$ cat src/rtl/rc4_decrypt_check.sv
// rc4_decrypt_check
//   RC4 PRGA decrypt-and-validate stage. After the key-schedule stage has
//   filled S, it generates the keystream and decrypts the ciphertext ROM into
//   the decrypted-message RAM. It also checks every plaintext byte for
//   lowercase ASCII (8'h61..8'h7A) or space (8'h20).
//
//   Each byte takes 9 states:
//     READ_I WAIT_I READ_J WAIT_J SWAP_I SWAP_J READ_F WAIT_F WRITE_D
//
//   All memory-side outputs are registered. An address is loaded on the edge
//   that enters a READ_* state, so the memory samples it at the end of that
//   state. The returned data is consumed on the edge that leaves the
//   following WAIT_* state.
//
//   Optional feature: define RC4_EARLY_ABORT_EN to stop the run at the first
//   illegal byte. That byte is still written to D. When the macro is
//   undefined, all MSG_LEN bytes are always processed.
//
// Ports
//   clk, rst            clock; asynchronous active-low reset
//   start               1-cycle pulse: S is ready, begin a run (IDLE or DONE)
//   restart             synchronous abort to IDLE; has priority over start
//   s_addr/s_wdata/s_wren/s_rdata     S RAM port (read latency 1)
//   rom_addr/rom_rdata                ciphertext ROM (read latency 1)
//   d_addr/d_wdata/d_wren             decrypted RAM write port
//   finish_decrypt      level, run complete
//   valid               level, all checked bytes legal (qualified by finish)
module rc4_decrypt_check #(
    parameter int MSG_LEN = 32,
    parameter int ADDR_W  = 5
) (
    input  logic              clk,
    input  logic              rst,
    input  logic              start,
    input  logic              restart,
    output logic [7:0]        s_addr,
    output logic [7:0]        s_wdata,
    output logic              s_wren,
    input  logic [7:0]        s_rdata,
    output logic [ADDR_W-1:0] rom_addr,
    input  logic [7:0]        rom_rdata,
    output logic [ADDR_W-1:0] d_addr,
    output logic [7:0]        d_wdata,
    output logic              d_wren,
    output logic              finish_decrypt,
    output logic              valid
);

    localparam logic [ADDR_W-1:0] K_LAST = ADDR_W'(MSG_LEN - 1);

    typedef enum logic [3:0] {
        IDLE, READ_I, WAIT_I, READ_J, WAIT_J,
        SWAP_I, SWAP_J, READ_F, WAIT_F, WRITE_D, DONE
    } state_t;

    state_t            state, state_nxt;
    logic [7:0]        i, j, si, sj;
    logic [ADDR_W-1:0] k;
    logic [7:0]        pt;
    logic              pt_ok;
    logic              last_byte;
    logic              stop_now;

    // In WAIT_F both f (s_rdata) and ROM[k] are on the read buses.
    assign pt        = s_rdata ^ rom_rdata;
    assign pt_ok     = (pt == 8'h20) || ((pt >= 8'h61) && (pt <= 8'h7A));
    assign last_byte = (k == K_LAST);

    // Evaluated in WRITE_D. By then, valid already includes this byte's check.
`ifdef RC4_EARLY_ABORT_EN
    assign stop_now = last_byte || !valid;
`else
    assign stop_now = last_byte;
`endif

    always_ff @(posedge clk or negedge rst) begin
        if (!rst) state <= IDLE;
        else      state <= state_nxt;
    end

    always_comb begin
        state_nxt = state;
        if (restart) begin
            state_nxt = IDLE;
        end else begin
            case (state)
                IDLE, DONE: if (start) state_nxt = READ_I;
                READ_I:     state_nxt = WAIT_I;
                WAIT_I:     state_nxt = READ_J;
                READ_J:     state_nxt = WAIT_J;
                WAIT_J:     state_nxt = SWAP_I;
                SWAP_I:     state_nxt = SWAP_J;
                SWAP_J:     state_nxt = READ_F;
                READ_F:     state_nxt = WAIT_F;
                WAIT_F:     state_nxt = WRITE_D;
                WRITE_D:    state_nxt = stop_now ? DONE : READ_I;
                default:    state_nxt = IDLE;
            endcase
        end
    end

    // Datapath and registered outputs. Each arm sets up the outputs for the
    // state being entered.
    always_ff @(posedge clk or negedge rst) begin
        if (!rst) begin
            s_addr         <= '0;
            s_wdata        <= '0;
            s_wren         <= 1'b0;
            rom_addr       <= '0;
            d_addr         <= '0;
            d_wdata        <= '0;
            d_wren         <= 1'b0;
            finish_decrypt <= 1'b0;
            valid          <= 1'b0;
            i              <= '0;
            j              <= '0;
            k              <= '0;
            si             <= '0;
            sj             <= '0;
        end else if (restart) begin
            // S is left partially permuted; the key-schedule stage refills it.
            s_wren         <= 1'b0;
            d_wren         <= 1'b0;
            finish_decrypt <= 1'b0;
            valid          <= 1'b0;
            i              <= '0;
            j              <= '0;
            k              <= '0;
        end else begin
            case (state)
                IDLE, DONE: begin
                    if (start) begin
                        // First byte uses i = 0 + 1.
                        finish_decrypt <= 1'b0;
                        valid          <= 1'b1;
                        i              <= 8'd1;
                        j              <= '0;
                        k              <= '0;
                        s_addr         <= 8'd1;
                    end
                end
                WAIT_I: begin
                    si     <= s_rdata;
                    j      <= j + s_rdata;
                    s_addr <= j + s_rdata;
                end
                WAIT_J: begin
                    sj      <= s_rdata;
                    s_addr  <= i;
                    s_wdata <= s_rdata;
                    s_wren  <= 1'b1;
                end
                SWAP_I: begin
                    // s_wren stays high for the second write. If i == j,
                    // this write lands last, so S[i] ends up holding si.
                    s_addr  <= j;
                    s_wdata <= si;
                end
                SWAP_J: begin
                    s_wren   <= 1'b0;
                    s_addr   <= si + sj;
                    rom_addr <= k;
                end
                WAIT_F: begin
                    d_addr  <= k;
                    d_wdata <= pt;
                    d_wren  <= 1'b1;
                    valid   <= valid & pt_ok;
                end
                WRITE_D: begin
                    d_wren <= 1'b0;
                    if (stop_now) begin
                        finish_decrypt <= 1'b1;
                    end else begin
                        i      <= i + 8'd1;
                        k      <= k + 1'b1;
                        s_addr <= i + 8'd1;
                    end
                end
                default: ;
            endcase
        end
    end

endmodule

$ cat config.mk
export PLATFORM = sky130hd
export DESIGN_NAME = rc4_decrypt_check
export DESIGN_NICKNAME = d
export VERILOG_FILES = /design/src/rtl/rc4_decrypt_check.sv
export SDC_FILE = /design/constraint.sdc
export NUM_CORES = 1
export LEC_CHECK = 0
export BUFFER_PORTS_ARGS = -buffer_cell sky130_fd_sc_hd__buf_4
export CAP_MARGIN = 10
export CORE_UTILIZATION = 54
export CTS_CLUSTER_SIZE = 20
export DETAILED_ROUTE_END_ITERATION = 12
export PLACE_DENSITY = 0.72
export RECOVER_POWER = 25
export SLEW_MARGIN = 20
export SYNTH_ARGS = -nofsm -noshare
export SYNTH_HDL_FRONTEND = slang
export SYNTH_SLANG_ARGS = --single-unit
$ cat constraint.sdc
create_clock -name clk -period 4.25 [get_ports clk]
set_input_delay 0.85 -clock clk [delete_from_list [all_inputs] [get_ports clk]]
set_output_delay 0.85 -clock clk [all_outputs]
set_load 0.1 [all_outputs]
==> flow_summary.toml, run 1 <==
[route]
avgViaCountPerCell = 6.113
totalWireLength_um = 10700
routed-via-count = 3637
drc = 0
ant_nets = 0
drtIter0Drc = 184
wl_per_cell_um = 17.98
dr.pass1.iters = 4

[clocking]
cts_tree = "yes"
post_cts_buffers = 0
clock-sinks = 79
htree_levels = 3
cts_resized = 0
cts_made_buffers = 9
clk_pin_slew_ns = 0.08
clk-insertion-delay-late_ns = 0.35
clockBufferDepth = 2
postCtsHoldBufs = 0
cts_root_buf = "clkbuf_8"

[timing]
fin_hold_ws_ns = 0.4810
setup_tns_ns = 0
slew_violations = 80
setup_viol = 0
skew_ns = 0.008685
fin_ws_ns = 1.611
slew_headroom_pct = -30.43
fmax_mhz = 379.0
fin_crit_sh_pct = 62.08
grt_setup_unrepaired = "no"
worst_pin_slew_ns = 1.957
post-route-min-period_ns = 2.639
hold_viol = 0

[global_route]
grt_overflow = 0
antenna_found_initial = 0
grt_usage_pct = 27.31
grt_max_degree = 80
grt_pass1_wl_um = 17880
grt_pass1_vias = 3507

[placed_design]
post_dp_cell_area_mm2 = 0.004900
place_congestion = 0.8612
io_buffers = 57
pre_cts_slack_ns = 1.639
place_inst = 580
dpl.hpwl_um = 7759

[pwr]
totalPowerFinal_mw = 2.715
clock_power_share_pct = 26.8
p_sw_mw = 1.068
p_int_mw = 1.647
seq_power_share_pct = 35.6
powerDensity_mw_per_mm2 = 526.6
combPwrFrac_pct = 37.6
ir_worst_vdd_mv = 0.2294
p_leak_nw = 2.378
sw_frac_of_total_pct = 39.33

[floorplanning]
start_util_pct = 56.55
fp.dieW_um = 92.66
die_area_mm2 = 0.008585
rows = 32
num_io_pins = 58
core-area_mm2 = 0.007848
die_h_um = 92.66

[synth]
ys_types = 61
synthCells = 440
synth.avg_cell_area_um2 = 10.09
syn_area_mm2 = 0.004438
ys_async_sr_fraction_pct = 100.0
yosysSeqAreaShare_pct = 44.54
synthFlopType = "dfrtp_1"
synth-seq-cells = 79
synthDominantCellAreaShare_pct = 44.54
synthTopCellsByArea = "dfrtp_1, mux2_2, ha_1, o21ai_0, xnor2_1"
yosysWarnings = 0
synth-edff-count = 0
yosysTopAreaCell = "dfrtp_1"
syn-num-nets = 479

[worst_setup_path]
cp_max_fo = 13
start_kind = "flop"
worst-r2r-cell-count = 9
required_ns = 4.50
critPathArrivalTime_ns = 2.89
critical_path_class = "reg2reg"
endpoint_kind = "flop"

[layout]
final_cell_mix = "dfrtp_1, buf_4, nand2_1"
fill_cells = 671
syn_to_final_growth_pct = 16.15
utilization_pct = 65.69
antenna_cells = 0
finalNonFillerCells = 595
drive_above_1_share_pct = 21.91
nNetsFinal = 528
fin_area_mm2 = 0.005155
layout_commonest_cell = "dfrtp_1"

[worst_hold_path]
holdCritPathClass = "reg2reg"
hold_depth = 2

[status]
status = "finished with violations"
violations = "capacitance limit, slew limit"

[job]
cap_violations = 1
-- registers in the layout, summed over array words and instances (netlist names) --
register,flops
d_addr,5
d_wdata,8
d_wren,1
finish_decrypt,1
i,8
j,8
k,5
rom_addr,5
s_addr,8
s_wdata,8
s_wren,1
si,8
sj,8
state,4
valid,1
-- metal layers --
metal,vias up,routed length (um),global-route usage (%)
met3,23,547,4.598
met4,0,337,11.92
met5,-,0,0
li1,1722,-,-
met2,103,4993,42.65
met1,1789,4820,37.57
-- kinds of logic after synthesis --
logic type | Yosys count | share of synthesized area, %
AND/OR/NAND/NOR | 130 | 14.80
AO/OA/AOI/OAI | 129 | 19.28
flip-flops | 79 | 44.54
multiplexers | 32 | 8.035
buffers and inverters | 27 | 2.876
XOR/XNOR | 23 | 4.539
adder cells (fa/ha/maj) | 20 | 5.920
-- critical path: stages, from the launching register on --
cell       delay, ns
dfrtp_1         0.42
ha_1            0.24
and3_1          0.19
ha_1            0.31
nand4bb_1       0.26
a21oi_1         0.28
nor2_1          0.08
nor2_1          0.47
inv_1           0.08
o221ai_1        0.21
-- power groups by stage --
stage / Sequential [mW] / Clock [mW] / Combinational [mW]
4_1_cts: 0.966 / 0.741 / 1.02
3_3_place_gp: 0.977 / 0 / 1.00
3_5_place_dp: 0.981 / 0 / 1.01
6_report: 0.966 / 0.727 / 1.02
5_1_grt: 0.983 / 0.768 / 1.11
2_1_floorplan: 1.30 / 0 / 0.443
-- cell usage after synthesis (all sizes together), types with 6 or more instances --
cell type	number
a21o	6
xor2	7
a22o	6
ha	17
a31oi	6
dfrtp	79
or3	6
nand2b	13
xnor2	16
and3	6
nand3	7
buf	13
a21oi	26
inv	7
mux2	29
nor3	11
nand2	38
a211oi	7
o22ai	11
clkbuf	7
o21ai	35
nor2	35
-- worst paths after layout --
path	from	endpoint	slack [ns]
max	k[0]	s_addr[5]	1.61
min	s_wdata[5]	s_wdata[5]	0.48
max reg2reg	k[0]	s_addr[5]	1.61
min reg2reg	s_wdata[5]	s_wdata[5]	0.48
max in group asynchronous	rst	k[0]	2.04
min in group asynchronous	rst	s_wdata[0]	1.02
-- final cells by class --
type | instances | area (um2) | area share, %
multi-input cells | 334 | 2333 | 45.27
well taps | 102 | 127.6 | 2.476
clock buffers | 9 | 123.9 | 2.403
flip-flops and latches | 79 | 1977 | 38.35
inverters | 7 | 26.28 | 0.5097
clock inverters | 6 | 133.9 | 2.597
repair buffers | 58 | 432.9 | 8.398
(Power assumes the default switching activity.)
==> inputs of run 2 (changes only) <==
ABC_AREA = 1   (was default)
CORE_UTILIZATION = 53   (was 54)
PLACE_DENSITY = 0.74   (was 0.72)
clock period = 2.4 ns   (was 4.25 ns; I/O delays follow)
==> run 2 against run 1 <==
- the run still ends with capacitance limit, slew limit left
- final cell count increased by 33%
- routed wire length increased by 7.3%
- area after synthesis increased by 3.8%
- die area increased by 5.6%
- sequential share of layout area decreased by 1.6 points
- sequential power increased by 110%
- non-clock buffer count increased by 5
- maximum frequency increased by 41%
- first-iteration DRC count increased by 51%
- count of clock-buffer cells in the layout increased by 2
- critical path type unchanged
- critical endpoint is now k[2]
==> flow_summary.toml, run 2 <==
[layout]
multiInputGateArea_mm2 = 0.002251
drive_above_1_share_pct = 15.79
syn_to_final_growth_pct = 16.65
seqCellArea_mm2 = 0.001977
fill_cells = 725
nNetsFinal = 718
layout_commonest_cell = "nand2_1"
fin_area_mm2 = 0.005373
finalNonFillerCells = 789
antenna_cells = 0
final_cell_mix = "nand2_1, dfrtp_1, o21ai_0"

[global_route]
grt_pass1_vias = 3999
grt_usage_pct = 27.63
grt_overflow = 0
grt_pass1_wl_um = 19190
antenna_found_initial = 0
grt_max_degree = 48

[worst_setup_path]
start_kind = "flop"
endpoint_kind = "flop"
cp_max_fo = 23
critPathArrivalTime_ns = 2.11
required_ns = 2.65
worst-r2r-cell-count = 9
critical_path_class = "reg2reg"

[timing]
fmax_mhz = 535.7
slew_violations = 33
worst_pin_slew_ns = 1.850
hold_viol = 0
post-route-min-period_ns = 1.867
slew_headroom_pct = -23.34
setup_viol = 0
grt_setup_unrepaired = "no"
skew_ns = 0.01123
fin_crit_sh_pct = 77.78
setup_tns_ns = 0

[clocking]
clockBufferDepth = 2
cts_tree = "yes"
clock-sinks = 79
postCtsHoldBufs = 0
clk-insertion-delay-late_ns = 0.36
cts_resized = 0
clk_pin_slew_ns = 0.09
cts_root_buf = "clkbuf_8"
cts_made_buffers = 9
htree_levels = 3
post_cts_buffers = 0

[synth]
synth.avg_cell_area_um2 = 7.453
synth-edff-count = 0
synthDominantCellAreaShare_pct = 42.92
synthTopCellsByCount = "nand2_1, dfrtp_1, o21ai_0"
ys_async_sr_fraction_pct = 100.0
yosysSeqAreaShare_pct = 42.92
yosysTopAreaCell = "dfrtp_1"
syn-num-nets = 657
synthTopCellsByArea = "dfrtp_1, nand2_1, o21ai_0, inv_1, nand3_1"
synth-seq-cells = 79
ys_types = 33
yosysWarnings = 0
synth.most_common_cell = "nand2_1"
synthFlopType = "dfrtp_1"
synthCells = 618
syn_area_mm2 = 0.004606

[status]
violations = "capacitance limit, slew limit"
status = "finished with violations"

[pwr]
ir_worst_vdd_mv = 0.9769
p_leak_nw = 2.772
powerDensity_mw_per_mm2 = 1287

[floorplanning]
die_h_um = 95.22
die_area_mm2 = 0.009067
core-area_mm2 = 0.008299
fp.dieW_um = 95.22
rows = 33
start_util_pct = 55.50
num_io_pins = 58

[placed_design]
io_buffers = 57
dpl.hpwl_um = 8362
place_inst = 773
place_congestion = 0.8740
post_dp_cell_area_mm2 = 0.005136

[route]
drtIter0Drc = 277
totalWireLength_um = 11480
ant_nets = 0
wl_per_cell_um = 14.55
avgViaCountPerCell = 5.446
drc = 0
dr.pass1.iters = 5
routed-via-count = 4297

[worst_hold_path]
hold_depth = 4
holdCritPathClass = "in2reg"

[job]
cap_violations = 1
## run 2: cell count changes after synthesis, moves of 13 or more
cell,change
nand2_1,+150
inv_1,+63
o21ai_0,+45
nand3_1,+37
mux2_2,-25
nor2_1,+14
nand2b_1,-13
xnor2_1,-13
## run 2: layout make-up
class                           instances  share of cell area [%]
Tap cell                              105                   2.445
Clock inverter                          5                   1.653
Sequential cell                        79                   36.80
Inverter                               77                   5.426
Multi-Input combinational cell        449                   41.90
Clock buffer                           11                   2.818
Timing Repair Buffer                   63                   8.966
## run 2: cells by family (layout without fill, tap and decap cells)
logic type                 count (synthesis)  count (layout)  share of synthesized area [%]
and+or+nand+nor                          306             306                          28.09
AOI/OAI and AO/OA                        117             117                          13.96
DFF                                       79              79                          42.92
xor gates and xnor gates                   7               7                          1.331
adders and majority gates                 19              19                          5.488
buffers and inverters                     90             156                          8.204
## run 2: worst paths after layout
path	endpoint	startpoint	slack, ns
max	k[2]	state[0]	0.53
min	d_wdata[5]	rom_rdata[5]	0.42
max reg2reg	k[2]	state[0]	0.53
min reg2reg	d_wdata[0]	d_wdata[0]	0.49
max in group asynchronous	sj[7]	rst	0.71
min in group asynchronous	s_wdata[5]	rst	0.61
## run 2: report_power, final
group / switching [mW] / internal, mW / total [mW]
clock network: 0.532 / 0.654 / 1.19
registers: 0.308 / 1.72 / 2.03
logic: 2.81 / 0.897 / 3.70
total: 3.65 / 3.27 / 6.91
## run 2: worst max-delay path, cell delays in order (launching register included)
cell,delay (ns)
dfrtp_1,0.45
nor2_1,0.21
buf_4,0.21
nand2_1,0.08
nand2_2,0.10
inv_2,0.07
nand2_1,0.13
nand3_4,0.27
nand2_1,0.17
o21ai_2,0.06
## run 2: stage by stage
step / hold slack (ns) / util [%] / total power, mW / setup WS [ns]
after floorplan: 0.1844 / - / 4.922 / 0.6796
after global placement: 0.4476 / 61.89 / 5.638 / 0.4748
after detailed placement: 0.4562 / 61.89 / 5.704 / 0.4043
after CTS: 0.06721 / 64.78 / 6.906 / 0.5497
after global routing: 0.4255 / 64.74 / 7.327 / 0.3441
final: 0.4229 / 64.74 / 6.914 / 0.5333
## run 2: routing by layer
layer	global-route usage [%]	routed length, um	up-vias
met1	38.46	5336	2008
met2	43.27	5157	140
met3	4.386	729	23
met4	10.23	254	0
met5	0	0	-
li1	-	-	2126
==> inputs of run 3 (changes only) <==
CORE_UTILIZATION = 54   (was 53)
PLACE_DENSITY = 0.72   (was 0.74)
clock period = 1.8 ns   (was 2.4 ns; I/O delays follow)
==> run 3 against run 2 <==
- the flow now finishes without violations
- clock skew shrank 0.0041 ns
- critical path depth shrank 2
- hold slack lost 0.11 ns
- count of clock-buffer cells in the layout shrank 1
- flip-flop and latch count is the same
- sequential power grew 34%
- register-to-register slack lost 0.44 ns
- largest cell class unchanged
- via count grew 4.5%
==> flow_summary.toml, run 3 (synthesized netlist as in run 2, its figures left out) <==
[status]
status = "finished clean"

[floorplanning]
die_h_um = 94.35
num_io_pins = 58
die_area_mm2 = 0.008902
rows = 33
start_util_pct = 56.05
core-area_mm2 = 0.008217
fp.dieW_um = 94.35

[timing]
setup_viol = 0
skew_ns = 0.007104
slew_headroom_pct = 63.88
fin_ws_ns = 0.09758
worst_pin_slew_ns = 0.5418
slew_violations = 0
fmax_mhz = 587.4
post-route-min-period_ns = 1.702
hold_viol = 0
fin_crit_sh_pct = 94.58
setup_tns_ns = 0
grt_setup_unrepaired = "yes"

[layout]
nNetsFinal = 741
drive_above_1_share_pct = 20.99
fill_cells = 711
utilization_pct = 67.84
final_cell_mix = "nand2_1, buf_4, dfrtp_1"
antenna_cells = 0
layout_commonest_cell = "nand2_1"
syn_to_final_growth_pct = 21.03

[pwr]
p_leak_nw = 2.862
powerDensity_mw_per_mm2 = 1658
combPwrFrac_pct = 56.3
seq_power_share_pct = 29.4
p_sw_mw = 4.948
p_int_mw = 4.295
sw_frac_of_total_pct = 53.53
ir_worst_vdd_mv = 1.285
clock_power_share_pct = 14.3

[route]
avgViaCountPerCell = 5.543
drtIter0Drc = 256
drc = 0
wl_per_cell_um = 14.92
dr.pass1.iters = 5
routed-via-count = 4490
totalWireLength_um = 12090
ant_nets = 0

[worst_setup_path]
timing.rr.end = "s_addr[2]"
worst-r2r-cell-count = 7
start_kind = "flop"
required_ns = 2.05
r2r_setup_slack_ns = 0.1
critPathArrivalTime_ns = 1.95
rr_startpoint = "si[0]"
endpoint_kind = "flop"
critical_path_class = "reg2reg"
cp_max_fo = 4

[global_route]
antenna_found_initial = 0
grt_overflow = 0
grt_usage_pct = 28.53
grt_max_degree = 40
grt_pass1_vias = 4057
grt_pass1_wl_um = 19520

[clocking]
clk_pin_slew_ns = 0.08
cts_tree = "yes"
clock-sinks = 79
clk-insertion-delay-late_ns = 0.36
cts_root_buf = "clkbuf_8"
htree_levels = 3
cts_made_buffers = 9
clockBufferDepth = 2

[job]
cap_violations = 0

[placed_design]
io_buffers = 57
pre_cts_slack_ns = -0.05596
place_congestion = 0.9201
dpl.hpwl_um = 8753

[worst_hold_path]
holdCritPathClass = "in2reg"
holdPathEnd = "d_wdata[5]"
hold_depth = 4
worst_hold_startpoint = "rom_rdata[5]"
run 3: cell types whose count changed in the layout (fill, tap and decap cells not counted), sizes merged:
cell | previous run | this run
buf | 62 | 82
bufinv | 2 | 1
clkbuf | 12 | 11
clkinvlp | 0 | 1
dlygate4sd3 | 0 | 1
inv | 76 | 75
nand3 | 45 | 47
run 3: repair_timing:
| action | 4_1_cts | 5_1_grt |
|---|---|---|
| pin swaps | 1 | 8 |
| cloned | 1 | 1 |
| hold endpoints to repair | 17 | 0 |
| gates resized for setup | 2 | 25 |
| hold buffers | 1 | 0 |
| setup endpoints to repair | 15 | 42 |
| buffers inserted | 0 | 6 |
run 3: through the flow:
| stage | hold slack [ns] | instance area (um2) | std cells | total power, mW |
|---|---|---|---|---|
| after floorplan | 0.06441 | 4606 | 618 | 6.563 |
| after global placement | 0.2493 | 5241 | 787 | 7.591 |
| after detailed placement | 0.2528 | 5241 | 787 | 7.700 |
| after CTS | 0.2959 | 5456 | 803 | 9.080 |
| after global routing | 0.3371 | 5574 | 810 | 9.782 |
| final | 0.3165 | 5574 | 810 | 9.244 |
run 3: final cells by class:
type	instances	area, um2	area share, %
clock inverters	4	47.55	0.8530
multi-input cells	451	2346	42.09
inverters	77	291.5	5.230
flip-flops and latches	79	1979	35.51
repair buffers	84	640.6	11.49
well taps	105	131.4	2.357
clock buffers	10	137.6	2.469
run 3: layer usage:
| layer | vias up | share of wire (%) | global-route usage (%) |
|---|---|---|---|
| li1 | 2176 | - | - |
| met1 | 2095 | 44 | 39.50 |
| met2 | 190 | 46 | 45.65 |
| met3 | 29 | 7.0 | 3.865 |
| met4 | 0 | 2.2 | 10.64 |
| met5 | - | 0 | 0 |
run 3: critical path: stages, from the launching register on:
cell     delay, ns
dfrtp_1       0.42
ha_4          0.19
fa_2          0.39
or2_2         0.29
nand3_2       0.09
nand4_1       0.09
nand2_1       0.08
nand2_1       0.05
run 3: power by group through the flow:
stage	clock network, mW	logic, mW	registers, mW
after floorplan	0	2.04	4.53
after global placement	0	4.88	2.71
after CTS	1.33	5.05	2.70
after detailed placement	0	4.98	2.72
after global routing	1.40	5.60	2.78
final	1.32	5.20	2.72
run 3: worst max-delay path by stage:
stage           endpoint  cells past startpoint        from  slack [ns]
2_1_floorplan  s_addr[2]                      7       si[0]        0.14
3_3_place_gp   s_addr[4]                     11  s_rdata[0]       -0.02
3_5_place_dp   s_addr[4]                     11  s_rdata[0]       -0.06
4_1_cts        s_addr[0]                     11        k[0]      -0.003
5_1_grt             k[0]                     10        k[0]       -0.02
6_report       s_addr[2]                      7       si[0]         0.1
